==> src/rtl/ps2_kb_pkg.sv <==
// Shared types for the simulated PS2 keyboard: Set 2 prefix bytes, encoder FSM
// states and the key-event record passed from the stimulus side.
package ps2_kb_pkg;

  localparam logic [7:0] PS2_EXT_PREFIX   = 8'hE0;
  localparam logic [7:0] PS2_BREAK_PREFIX = 8'hF0;

  typedef enum logic [2:0] {
    ST_IDLE,
    ST_PREFIX,
    ST_BREAK,
    ST_CODE,
    ST_GAP
  } ps2_state_e;

  // release_key carries the key-release flag (release is a reserved word)
  typedef struct packed {
    logic [7:0] code;
    logic       extended;
    logic       release_key;
  } key_event_t;

  function automatic logic is_emit(input ps2_state_e s);
    return (s == ST_PREFIX) || (s == ST_BREAK) || (s == ST_CODE);
  endfunction

endpackage

==> src/rtl/ps2_event_fifo.sv <==
// Synchronous FIFO of key events; push is ignored when full, pop when empty.
module ps2_event_fifo
  import ps2_kb_pkg::*;
#(
  parameter int DEPTH = 4
) (
  input  logic                     clk,
  input  logic                     reset,
  input  logic                     push,
  input  key_event_t               wr_data,
  input  logic                     pop,
  output key_event_t               rd_data,
  output logic                     full,
  output logic                     empty,
  output logic [$clog2(DEPTH):0]   count
);

  localparam int AW = $clog2(DEPTH);
  localparam int CW = AW + 1;

  key_event_t        mem [DEPTH];
  logic [AW-1:0]     wr_ptr, rd_ptr;
  logic              do_push, do_pop;

  assign full    = (count == CW'(DEPTH));
  assign empty   = (count == '0);
  assign do_push = push & ~full;
  assign do_pop  = pop & ~empty;
  assign rd_data = mem[rd_ptr];

  always_ff @(posedge clk) begin
    if (reset) begin
      wr_ptr <= '0;
      rd_ptr <= '0;
      count  <= '0;
    end else begin
      if (do_push) wr_ptr <= wr_ptr + 1'b1;
      if (do_pop)  rd_ptr <= rd_ptr + 1'b1;
      case ({do_push, do_pop})
        2'b10:   count <= count + 1'b1;
        2'b01:   count <= count - 1'b1;
        default: count <= count;
      endcase
    end
  end

  // storage needs no reset; only pointers define validity
  always_ff @(posedge clk) begin
    if (do_push) mem[wr_ptr] <= wr_data;
  end

endmodule

==> src/rtl/ps2_scan_code_encoder.sv <==
// Expands queued key events into paced Set 2 byte strobes (E0 / F0 / code),
// at least GAP_CYCLES apart so the downstream serialiser buffer never overflows.
module ps2_scan_code_encoder
  import ps2_kb_pkg::*;
#(
  parameter int FIFO_DEPTH = 4,
  parameter int GAP_CYCLES = 64
) (
  input  logic       clk,
  input  logic       reset,
  input  logic       ev_valid,
  output logic       ev_ready,
  input  logic [7:0] ev_code,
  input  logic       ev_extended,
  input  logic       ev_release,
  output logic       key_action,
  output logic [7:0] scan_code,
  output logic       busy
);

  localparam int         CW       = $clog2(FIFO_DEPTH) + 1;
  localparam logic [7:0] GAP_LOAD = 8'(GAP_CYCLES - 2);

  key_event_t  wr_ev, head, ev_q, ev_d, cur_ev;
  logic        push, pop, full, empty;
  logic [CW-1:0] count;

  ps2_state_e  state_q, state_d, pend_q, pend_d;
  logic [7:0]  cnt_q, cnt_d;
  logic [7:0]  byte_d;

  assign wr_ev = '{code: ev_code, extended: ev_extended, release_key: ev_release};
  assign push  = ev_valid & ev_ready;
  assign pop   = (state_q == ST_IDLE) & ~empty;

  ps2_event_fifo #(.DEPTH(FIFO_DEPTH)) u_fifo (
    .clk     (clk),
    .reset   (reset),
    .push    (push),
    .wr_data (wr_ev),
    .pop     (pop),
    .rd_data (head),
    .full    (full),
    .empty   (empty),
    .count   (count)
  );

  assign ev_ready = ~full;
  assign busy     = (count != '0) | (state_q != ST_IDLE);

  // in IDLE the event being popped decides the first byte before it is latched
  assign cur_ev = (state_q == ST_IDLE) ? head : ev_q;

  always_comb begin
    state_d = state_q;
    pend_d  = pend_q;
    ev_d    = ev_q;
    cnt_d   = cnt_q;
    case (state_q)
      ST_IDLE: begin
        if (!empty) begin
          ev_d = head;
          if (head.code == 8'h00)   state_d = ST_IDLE;
          else if (head.extended)   state_d = ST_PREFIX;
          else if (head.release_key) state_d = ST_BREAK;
          else                      state_d = ST_CODE;
        end
      end
      ST_PREFIX: begin
        state_d = ST_GAP;
        cnt_d   = GAP_LOAD;
        pend_d  = ev_q.release_key ? ST_BREAK : ST_CODE;
      end
      ST_BREAK: begin
        state_d = ST_GAP;
        cnt_d   = GAP_LOAD;
        pend_d  = ST_CODE;
      end
      ST_CODE: begin
        state_d = ST_GAP;
        cnt_d   = GAP_LOAD;
        pend_d  = ST_IDLE;
      end
      ST_GAP: begin
        if (cnt_q == 8'd0) state_d = pend_q;
        else               cnt_d   = cnt_q - 8'd1;
      end
      default: state_d = ST_IDLE;
    endcase
  end

  always_comb begin
    byte_d = scan_code;
    case (state_d)
      ST_PREFIX: byte_d = PS2_EXT_PREFIX;
      ST_BREAK:  byte_d = PS2_BREAK_PREFIX;
      ST_CODE:   byte_d = cur_ev.code;
      default:   byte_d = scan_code;
    endcase
  end

  // outputs registered from the next state so the strobe coincides with the emit state
  always_ff @(posedge clk) begin
    if (reset) begin
      state_q    <= ST_IDLE;
      pend_q     <= ST_IDLE;
      ev_q       <= '0;
      cnt_q      <= 8'd0;
      key_action <= 1'b0;
      scan_code  <= 8'h00;
    end else begin
      state_q    <= state_d;
      pend_q     <= pend_d;
      ev_q       <= ev_d;
      cnt_q      <= cnt_d;
      key_action <= is_emit(state_d);
      scan_code  <= byte_d;
    end
  end

endmodule
==> config.mk <==
export PLATFORM = sky130hd
export DESIGN_NAME = ps2_scan_code_encoder
export DESIGN_NICKNAME = d
export VERILOG_FILES = /design/src/rtl/ps2_kb_pkg.sv /design/src/rtl/ps2_event_fifo.sv /design/src/rtl/ps2_scan_code_encoder.sv
export SDC_FILE = /design/constraint.sdc
export NUM_CORES = 1
export LEC_CHECK = 0
export CORE_MARGIN = 5
export CORE_UTILIZATION = 50
export CTS_CLUSTER_DIAMETER = 80
export CTS_CLUSTER_SIZE = 40
export DETAILED_ROUTE_END_ITERATION = 10
export GPL_TIMING_DRIVEN = 0
export PLACE_DENSITY_LB_ADDON = 0.12
export SLEW_MARGIN = 20
export SYNTH_ARGS = -nofsm -noshare
export SYNTH_HDL_FRONTEND = slang
export SYNTH_SLANG_ARGS = --single-unit
export TNS_END_PERCENT = 20
==> constraint.sdc <==
create_clock -name clk -period 6.4 [get_ports clk]
set_input_delay 0.64 -clock clk [delete_from_list [all_inputs] [get_ports clk]]
set_output_delay 0.64 -clock clk [all_outputs]
set_load 0.01 [all_outputs]
==> results.md, run 1 <==
* Final setup TNS at 0 ps
* Initial antenna violation count at 0
* Num CTS Buffers at 9
* Worst vdd ir at 0.0002111 V
* Global Route Usage Sum at 15.46%
* IO Pins at 24
* Hold WC Path Type: flip-flop to flip-flop
* Worst EP arrival at 3510 ps
* Mapped Cells at 269
* 1st-iter DRT viols at 104
* Reg clk slew, reported paths at 80 ps
* CTS resizes at 0
* CP required at 6680 ps
* Routability cong. at 0.7559
* Placed cell area at 3667 um2
* Largest net degree at the start of global routing at 15
* Setup CP Type: flip-flop to flip-flop
* Fmax at 0.3098 GHz
* Worst-Margin Slew at 642.9 ps
* Synthesized area per cell at 12.46 um2
* N_diodes at 0
* Drt wl/cell at 15.49 um
* Static Leak at 1.367 nW
* Placed cells at 368
* Clock Latency Late Sink at 350 ps
* Die ar. at 8438 um2
* Starting Density at 52.17%
* DRC errors left at 0
* Relative slew slack at 56.85%
* DP HPWL at 4123 um
* Sink Count at 80
* Crit end category: flip-flop
* Synth Register Bits at 80
* Hold-fix buffer count after cts at 0
* Final worst-path cycle share at 50.44%
* CTS root buffer: clkbuf_8
* Global route overflow at 0
* First-pass GRT wire length at 10200 um
* Post-CTS setup buffer count at 0
* Pwr dens at 479.1 nW/um2
* Detail-routed via count per cell at 5.482
* Finish-stage setup viols at 0
* H-tree depth at 3
* Drt pass-1 iters at 4
* Vias in the first global route at 2086
* Vias at 2105
* Worst-path fanout max at 10
* Synth warn at 0
* Setup crit start kind: flip-flop
* Clock Path Buffers at 2
* Max-cap violations at 0
* Share of cells above drive strength 1 at 12.70%
* Final Hold Viols at 0
* Number of synthesized flops with an enable pin at 40
* Area Overhead vs Synth at 15.57%
* Number of cell rows at 29
* CTS tree: yes
* Post-DRT Antenna Nets at 0
* Chip height at 91.86 um
* Final WL at 5950 um
* Worst Skew at 10.33 ps
* Cell Count, Final, Fillers Out at 384
* Syn Nets at 290
* PortBufs at 22
* RSZ-0062 raised after global routing: false
* Max-slew violation count at 0
* Fraction of registers with async set/reset at 0%
* Cell Area, Synth at 3351 um2
* Nets at 323
* Library cells used by synthesis at 43
* Outcome: complete, no violations
* Fin crit period at 3228 ps
* Seq/Total Area, Yosys at 59.75%
* Synth Flop Type: edfxtp_1
* Core Region at 6422 um2
* Design Area, Final at 3872 um2
* Die W at 91.86 um
## kinds of logic (layout without fill, tap and decap cells)
logic type,count (synthesis),after routing,synth area share [%]
AOI/OAI and AO/OA,47,47,10.34
xor gates and xnor gates,10,10,2.614
adders and majority gates,8,8,3.211
muxes,19,19,9.410
and+or+nand+nor,78,78,11.39
buffers and inverters,27,65,3.286
DFF,80,80,59.75
## power by group
part | leakage, nW | internal [mW] | switching (mW)
Sequential | 0.695 | 0.659 | 0.0605
Combinational | 0.572 | 0.334 | 0.427
Clock | 0.100 | 0.194 | 0.181
Total | 1.37 | 1.19 | 0.668
## per-layer routing
metal	wire [um]	up-vias	track usage [%]
li1	-	1053	-
met5	0	-	0
met2	2933	35	26.09
met4	89	0	5.569
met3	259	11	4.664
met1	2668	1006	18.82
## worst max-delay path, cell delays in order, from the launching register on
cell and delay, ps:
dfxtp_1 310, clkbuf_1 160, nor3_1 180, buf_2 300
nand2b_1 80, clkbuf_1 240, inv_2 180, clkbuf_1 410
ha_1 260, inv_1 60, fa_1 370, xor2_1 160
or3_1 300, a21oi_1 130
## worst paths after layout
path	depth (start not counted)	slack (ps)	endpoint	start
worst max-delay path	13	3170	u_fifo.count[2]$_SDFFE_PP0P_	state_q[1]$_SDFF_PP0_
worst min-delay path	2	450	ev_q[3]$_SDFFE_PP0P_	ev_q[3]$_SDFFE_PP0P_
worst max register to register	13	3170	u_fifo.count[2]$_SDFFE_PP0P_	state_q[1]$_SDFF_PP0_
worst min register to register	2	450	ev_q[3]$_SDFFE_PP0P_	ev_q[3]$_SDFFE_PP0P_
## cell usage after synthesis (4+ instances only)
cell type	instances	area, um2
dfxtp_1	40	800.8
edfxtp_1	40	1201
nand2_1	26	97.59
a21oi_1	20	100.1
nor2_1	18	67.56
inv_1	14	52.55
clkbuf_1	10	37.54
mux4_2	10	225.2
mux2i_1	9	90.09
nor3_1	8	40.04
ha_1	7	87.58
xnor2_1	7	61.31
nand2b_1	6	37.54
and3_1	4	25.02
o32ai_1	4	35.03
## sequential cells by signal, summed over array words and instances (netlist names), named ones only
register,count
u_fifo.mem,40
ev_q,9
state_q,3
pend_q,2
cnt_q,8
scan_code,8
u_fifo.count,3
key_action,1
u_fifo.rd_ptr,2
u_fifo.wr_ptr,2
## cell type report
type                    instances  area [um2]
plain buffers                  12       53.80
clock buffers                  11       141.4
clock inverters                 5       63.81
fillers                       520        2550
inverters                      15       56.30
multi-input cells             162        1239
flip-flops and latches         80        2002
well taps                      77       96.34
repair buffers                 22       220.2
## placed cells by master, fill, tap and decap left out, types with 4 or more instances in the layout
master / n
clkbuf_8: 10
mux4_2: 10
nor2_1: 18
nor3_1: 8
xnor2_1: 7
nand2_1: 26
clkdlybuf4s50_1: 22
a21oi_1: 20
edfxtp_1: 40
o32ai_1: 4
mux2i_1: 9
dfxtp_1: 40
inv_1: 14
ha_1: 7
clkbuf_1: 11
and3_1: 4
nand2b_1: 6
## metrics by stage
| stage | util, % | total power [mW] | hold WS (ps) | setup WS (ps) |
|---|---|---|---|---|
| finish | 60.30 | 1.855 | 454.1 | 3172 |
| global route | 60.30 | 2.000 | 481.0 | 2856 |
| CTS | 60.30 | 1.872 | 455.7 | 3166 |
| detailed placement | 57.10 | 1.492 | 445.8 | 3186 |
| global placement | 57.10 | 1.481 | 440.1 | 3220 |
| floorplan | - | 1.293 | 435.7 | 3634 |
No activity file was read; power rests on OpenSTA's default activity.
==> run 2, diff against run 1 <==
Clock period 6.4 ns to 2.87 ns, I/O delays scaled along.
==> results.md, run 2 (synthesized netlist as in run 1, its figures left out) <==
* Starting Density at 52.17%
* Worst EP arrival at 2800 ps
* Final worst-path cycle share at 90.04%
* Largest Register: u_fifo.mem
* CP required at 3080 ps
* Outcome: complete, no violations
* Initial antenna violation count at 0
* Finish-stage setup viols at 0
* Die ar. at 8438 um2
* Filler cells at 517
* Final cell utilization of the core at 60.34%
* Placed cell area at 3667 um2
* Die W at 91.86 um
* Nets at 321
* Area Overhead vs Synth at 15.65%
* Commonest non-fill, non-tap cells in the layout: 40 x dfxtp_1, 40 x edfxtp_1, 26 x nand2_1
* Worst-path fanout max at 10
* Design Area, Final at 3875 um2
* Slowest cell delay on critical path at 580 ps
* Relative slew slack at 56.82%
* Chip height at 91.86 um
* CTS root buffer: clkbuf_8
* Biggest regs: u_fifo.mem (40), ev_q (9)
* Reg clk slew, reported paths at 80 ps
* Fin crit period at 2584 ps
* Final WL at 5912 um
* WHS Endpoint: scan_code[3]$_SDFFE_PP0P_
* Crit end category: flip-flop
* 1st-iter DRT viols at 117
* Clock Latency Late Sink at 350 ps
* Crit path buffers/inverters at 1
* Min-Delay Startpoint: reset
* DP HPWL at 4123 um
* DRC errors left at 0
* Worst Skew at 10.49 ps
* Static Leak at 1.365 nW
* Dpl ws at -344.4 ps
* CP cell instances: clkbuf_1 -> mux4_2 -> or4_4 -> o21ai_0 -> and2_1 -> a221oi_2
* RSZ-0062 raised after global routing: false
* Max FFs per register at 40
* PortBufs at 22
* Pwr dens at 1067 nW/um2
* Critical-path top delay cell: or4_4
* Drt wl/cell at 15.48 um
* NetSw at 1.485 mW
* Post-CTS setup buffer count at 0
* Post-DRT Antenna Nets at 0
* Seq pwr share at 38.8%
* Internal at 2.650 mW
* Detail-routed via count per cell at 5.450
* H-tree depth at 3
* Reg2Reg Depth at 6
* Hold WC Path Type: input port to flip-flop
* Num CTS Buffers at 9
* Vias at 2082
* Setup slack, reg-to-reg at 290 ps
* Number of cell rows at 29
* IO Pins at 24
* WHS Path Cells at 3
* Vias in the first global route at 2080
* CTS tree: yes
* Power share of the clock group at 20.1%
* Sink Count at 80
* Setup crit start kind: flip-flop
* Worst path top cell family by delay: simple AND/OR/NAND/NOR gates
* Routability cong. at 0.7559
* Setup CP Type: flip-flop to flip-flop
* Worst-Margin Slew at 643.4 ps
* Setup ws final at 285.7 ps
* Total power at 4.135 mW
* Global Route Usage Sum at 15.43%
* First-pass GRT wire length at 10170 um
* Comb power frac at 41.0%
* Max-slew violation count at 0
* RR Endpoint: scan_code[6]$_SDFFE_PP0P_
* Largest net degree at the start of global routing at 16
* Final Hold Viols at 0
* Global route overflow at 0
* Drt pass-1 iters at 4
* Share of cells above drive strength 1 at 13.11%
* Fmax at 0.3870 GHz
* N_diodes at 0
* Core Region at 6422 um2
* Max-cap violations at 0
* Clock Path Buffers at 2
* Worst vdd ir at 0.0004699 V
* Switching Fraction at 35.91%
-- run 2: what timing repair did --
action,4_1_cts,5_1_grt
resized for setup,1,3
endpoints found under the hold margin,0,0
cloned,0,0
hold buffers,0,0
endpoints found under the setup margin,2,2
-- run 2: worst max path at each step --
stage,start,endpoint,slack (ps),cells after the start
CTS,state_q[1]$_SDFF_PP0_,u_fifo.count[2]$_SDFFE_PP0P_,30,12
finish,flip-flop,scan_code[6]$_SDFFE_PP0P_,290,6
detailed placement,state_q[1]$_SDFF_PP0_,u_fifo.count[2]$_SDFFE_PP0P_,-340,13
global placement,state_q[1]$_SDFF_PP0_,u_fifo.count[2]$_SDFFE_PP0P_,-310,13
floorplan,state_q[1]$_SDFF_PP0_,u_fifo.count[2]$_SDFFE_PP0P_,100,13
global route,state_q[1]$_SDFF_PP0_,u_fifo.count[2]$_SDFFE_PP0P_,30,11
-- run 2: stage by stage --
| step | std cells | setup TNS (ps) | hold slack [ps] |
|---|---|---|---|
| 3_3_place_gp | 368 | -394.5 | 440.1 |
| 2_1_floorplan | 269 | 0 | 385.9 |
| 3_5_place_dp | 368 | -453.4 | 445.8 |
| 5_1_grt | 382 | 0 | 401.8 |
| 6_report | 382 | 0 | 389.5 |
| 4_1_cts | 383 | 0 | 370.8 |
-- run 2: power by group through the flow --
| stage | Clock, mW | Combinational (mW) | Sequential (mW) |
|---|---|---|---|
| floorplan | 0 | 1.26 | 1.62 |
| global placement | 0 | 1.68 | 1.62 |
| detailed placement | 0 | 1.69 | 1.63 |
| CTS | 0.855 | 1.71 | 1.61 |
| global route | 0.909 | 1.91 | 1.64 |
| finish | 0.832 | 1.70 | 1.61 |
-- run 2: layout make-up --
cell class                 instances  area (um2)  area share [%]
timing repair buffer              22       220.2           5.683
clock inverter                     5       63.81           1.647
multi-input combinational        162        1241           32.03
buffer                            10       48.80           1.259
clock buffer                      11       141.4           3.649
sequential                        80        2002           51.66
inverter                          15       61.31           1.582
tap                               77       96.34           2.486
-- run 2: metal layers --
metal	GRT usage [%]	vias up	share of wire, %
met5	0	-	0
met4	5.569	0	1.4
met3	4.664	8	3.5
met2	25.97	27	50
met1	18.82	998	45
li1	-	1049	-
-- run 2: worst reg2reg max path, stage by stage, from the launching register on --
cell and delay [ps]:
dfxtp_1 310, clkbuf_1 470, mux4_2 450, or4_4 580
o21ai_0 220, and2_1 310, a221oi_2 100
==> run 3, diff against run 2 <==
Settings changed: CTS_BUF_LIST set to sky130_fd_sc_hd__clkbuf_4.
==> results.md, run 3 (synthesized netlist as in run 1, its figures left out) <==
* Detail-routed via count per cell at 5.476
* Die W at 91.86 um
* Worst EP arrival at 2890 ps
* Commonest non-fill, non-tap cells in the layout: 40 x dfxtp_1, 40 x edfxtp_1, 26 x nand2_1
* Filler cells at 526
* Largest Register: u_fifo.mem
* Hold_ws at 320.0 ps
* WHS Path Cells at 3
* Num CTS Buffers at 9
* Setup crit start kind: flip-flop
* Max FFs per register at 40
* Crit path to: scan_code[6]$_SDFFE_PP0P_
* Post-DRT Antenna Nets at 0
* Setup slack, reg-to-reg at 260 ps
* Nets at 321
* Max-slew violation count at 0
* Final Hold Viols at 0
* Reg2Reg Depth at 6
* Critical-path top delay cell: or4_4
* Crit end category: flip-flop
* Number of cell rows at 29
* Reg clk slew, reported paths at 130 ps
* Final setup TNS at 0 ps
* RR Endpoint: scan_code[6]$_SDFFE_PP0P_
* Max-cap violations at 0
* Hold WC Path Type: input port to flip-flop
* Initial antenna violation count at 0
* Clock Latency Late Sink at 410 ps
* Pwr dens at 1037 nW/um2
* Largest net degree at the start of global routing at 16
* Fmax at 0.3839 GHz
* CP cell instances: clkbuf_1 -> mux4_2 -> or4_4 -> o21ai_0 -> and2_1 -> a221oi_2
* Placed cells at 368
* Total power at 3.954 mW
* Static Leak at 1.340 nW
* Biggest regs: u_fifo.mem (40), ev_q (9)
* Fin crit period at 2605 ps
* DRC errors left at 0
* Setup CP Type: flip-flop to flip-flop
* PortBufs at 22
* Share of cells above drive strength 1 at 13.11%
* Final worst-path cycle share at 90.77%
* Cell Count, Final, Fillers Out at 382
* Starting Density at 52.17%
* Vias at 2092
* Global Route Usage Sum at 15.23%
* Hold-fix buffer count after cts at 0
* Worst-Margin Slew at 625.1 ps
* First-pass GRT wire length at 10090 um
* 1st-iter DRT viols at 97
* DP HPWL at 4123 um
* CP required at 3150 ps
* Sink Count at 80
* Routability cong. at 0.7559
* Worst-path fanout max at 10
* CTS root buffer: clkbuf_4
* Relative slew slack at 58.05%
* Slowest cell delay on critical path at 580 ps
* Final WL at 5815 um
* IO Pins at 24
* Finish-stage setup viols at 0
* Worst Skew at 16.88 ps
* N_diodes at 0
* Worst vdd ir at 0.0004417 V
* Core Region at 6422 um2
* Area Overhead vs Synth at 13.78%
* Vias in the first global route at 2063
* Clock Path Buffers at 2
* Drt wl/cell at 15.22 um
* Outcome: complete, no violations
* Die ar. at 8438 um2
* Global route overflow at 0
* RSZ-0062 raised after global routing: false
* CTS tree: yes
* Drt pass-1 iters at 4
* H-tree depth at 3
* Chip height at 91.86 um
==> run 3: changes by cell type in the layout (fill, tap and decap cells not counted), sizes merged <==
cell    previous run  this run
clkinv             3         4
clkbuf            20        19
==> run 3: worst max-delay path, delay by kind of cell, from the launching register on <==
kind	cells	cell delay [ps]
AND/OR/NAND/NOR	2	900
AO/OA/AOI/OAI	2	330
multiplexers	1	450
buffers and inverters	1	470
flip-flops	1	330
==> run 3: cell type report <==
class | instances | area [um2] | area share, %
multi-input combinational | 162 | 1241 | 32.56
timing repair buffer | 22 | 220.2 | 5.776
tap | 77 | 96.34 | 2.527
buffer | 10 | 48.80 | 1.280
sequential | 80 | 2002 | 52.51
clock buffer | 10 | 75.07 | 1.969
clock inverter | 6 | 67.56 | 1.772
inverter | 15 | 61.31 | 1.608
==> run 3: per-layer routing <==
metal	vias to the layer above	routed length, um	share of wire (%)	global-route usage [%]
li1	1056	-	-	-
met1	997	2586	44	18.70
met2	32	2922	50	25.91
met3	7	235	4.0	5.074
met4	0	70	1.2	3.960
met5	-	0	0	0
==> run 3: timing repair <==
| item | in CTS | in global routing |
|---|---|---|
| buffers inserted | 0 | 0 |
| endpoints found under the setup margin | 2 | 2 |
| gates resized for setup | 1 | 3 |
==> run 3: through the flow <==
| stage | setup slack, ps | instance area, um2 | util [%] |
|---|---|---|---|
| finish | 264.9 | 3812 | 59.36 |
| global route | 15.02 | 3812 | 59.36 |
| CTS | 18.70 | 3809 | 59.30 |
| detailed placement | -344.4 | 3667 | 57.10 |
| global placement | -309.9 | 3667 | 57.10 |
| floorplan | 104.1 | 3351 | - |
==> run 3: how the worst min path moves through the flow <==
stage                          from  slack (ps)                          to
3_5_place_dp   ev_q[4]$_SDFFE_PP0P_         450        ev_q[4]$_SDFFE_PP0P_
2_1_floorplan            ev_release         390  u_fifo.mem[0][0]$_DFFE_PP_
4_1_cts                       reset         290   scan_code[3]$_SDFFE_PP0P_
6_report                      reset         320   scan_code[3]$_SDFFE_PP0P_
3_3_place_gp   ev_q[9]$_SDFFE_PP0P_         440        ev_q[9]$_SDFFE_PP0P_
5_1_grt                       reset         310   scan_code[2]$_SDFFE_PP0P_
==> run 3: report_power, final <==
| group | leakage, nW | internal [mW] | switching (mW) |
|---|---|---|---|
| clock | 0.0746 | 0.279 | 0.378 |
| sequential | 0.695 | 1.47 | 0.134 |
| combinational | 0.570 | 0.748 | 0.946 |
| total | 1.34 | 2.50 | 1.46 |
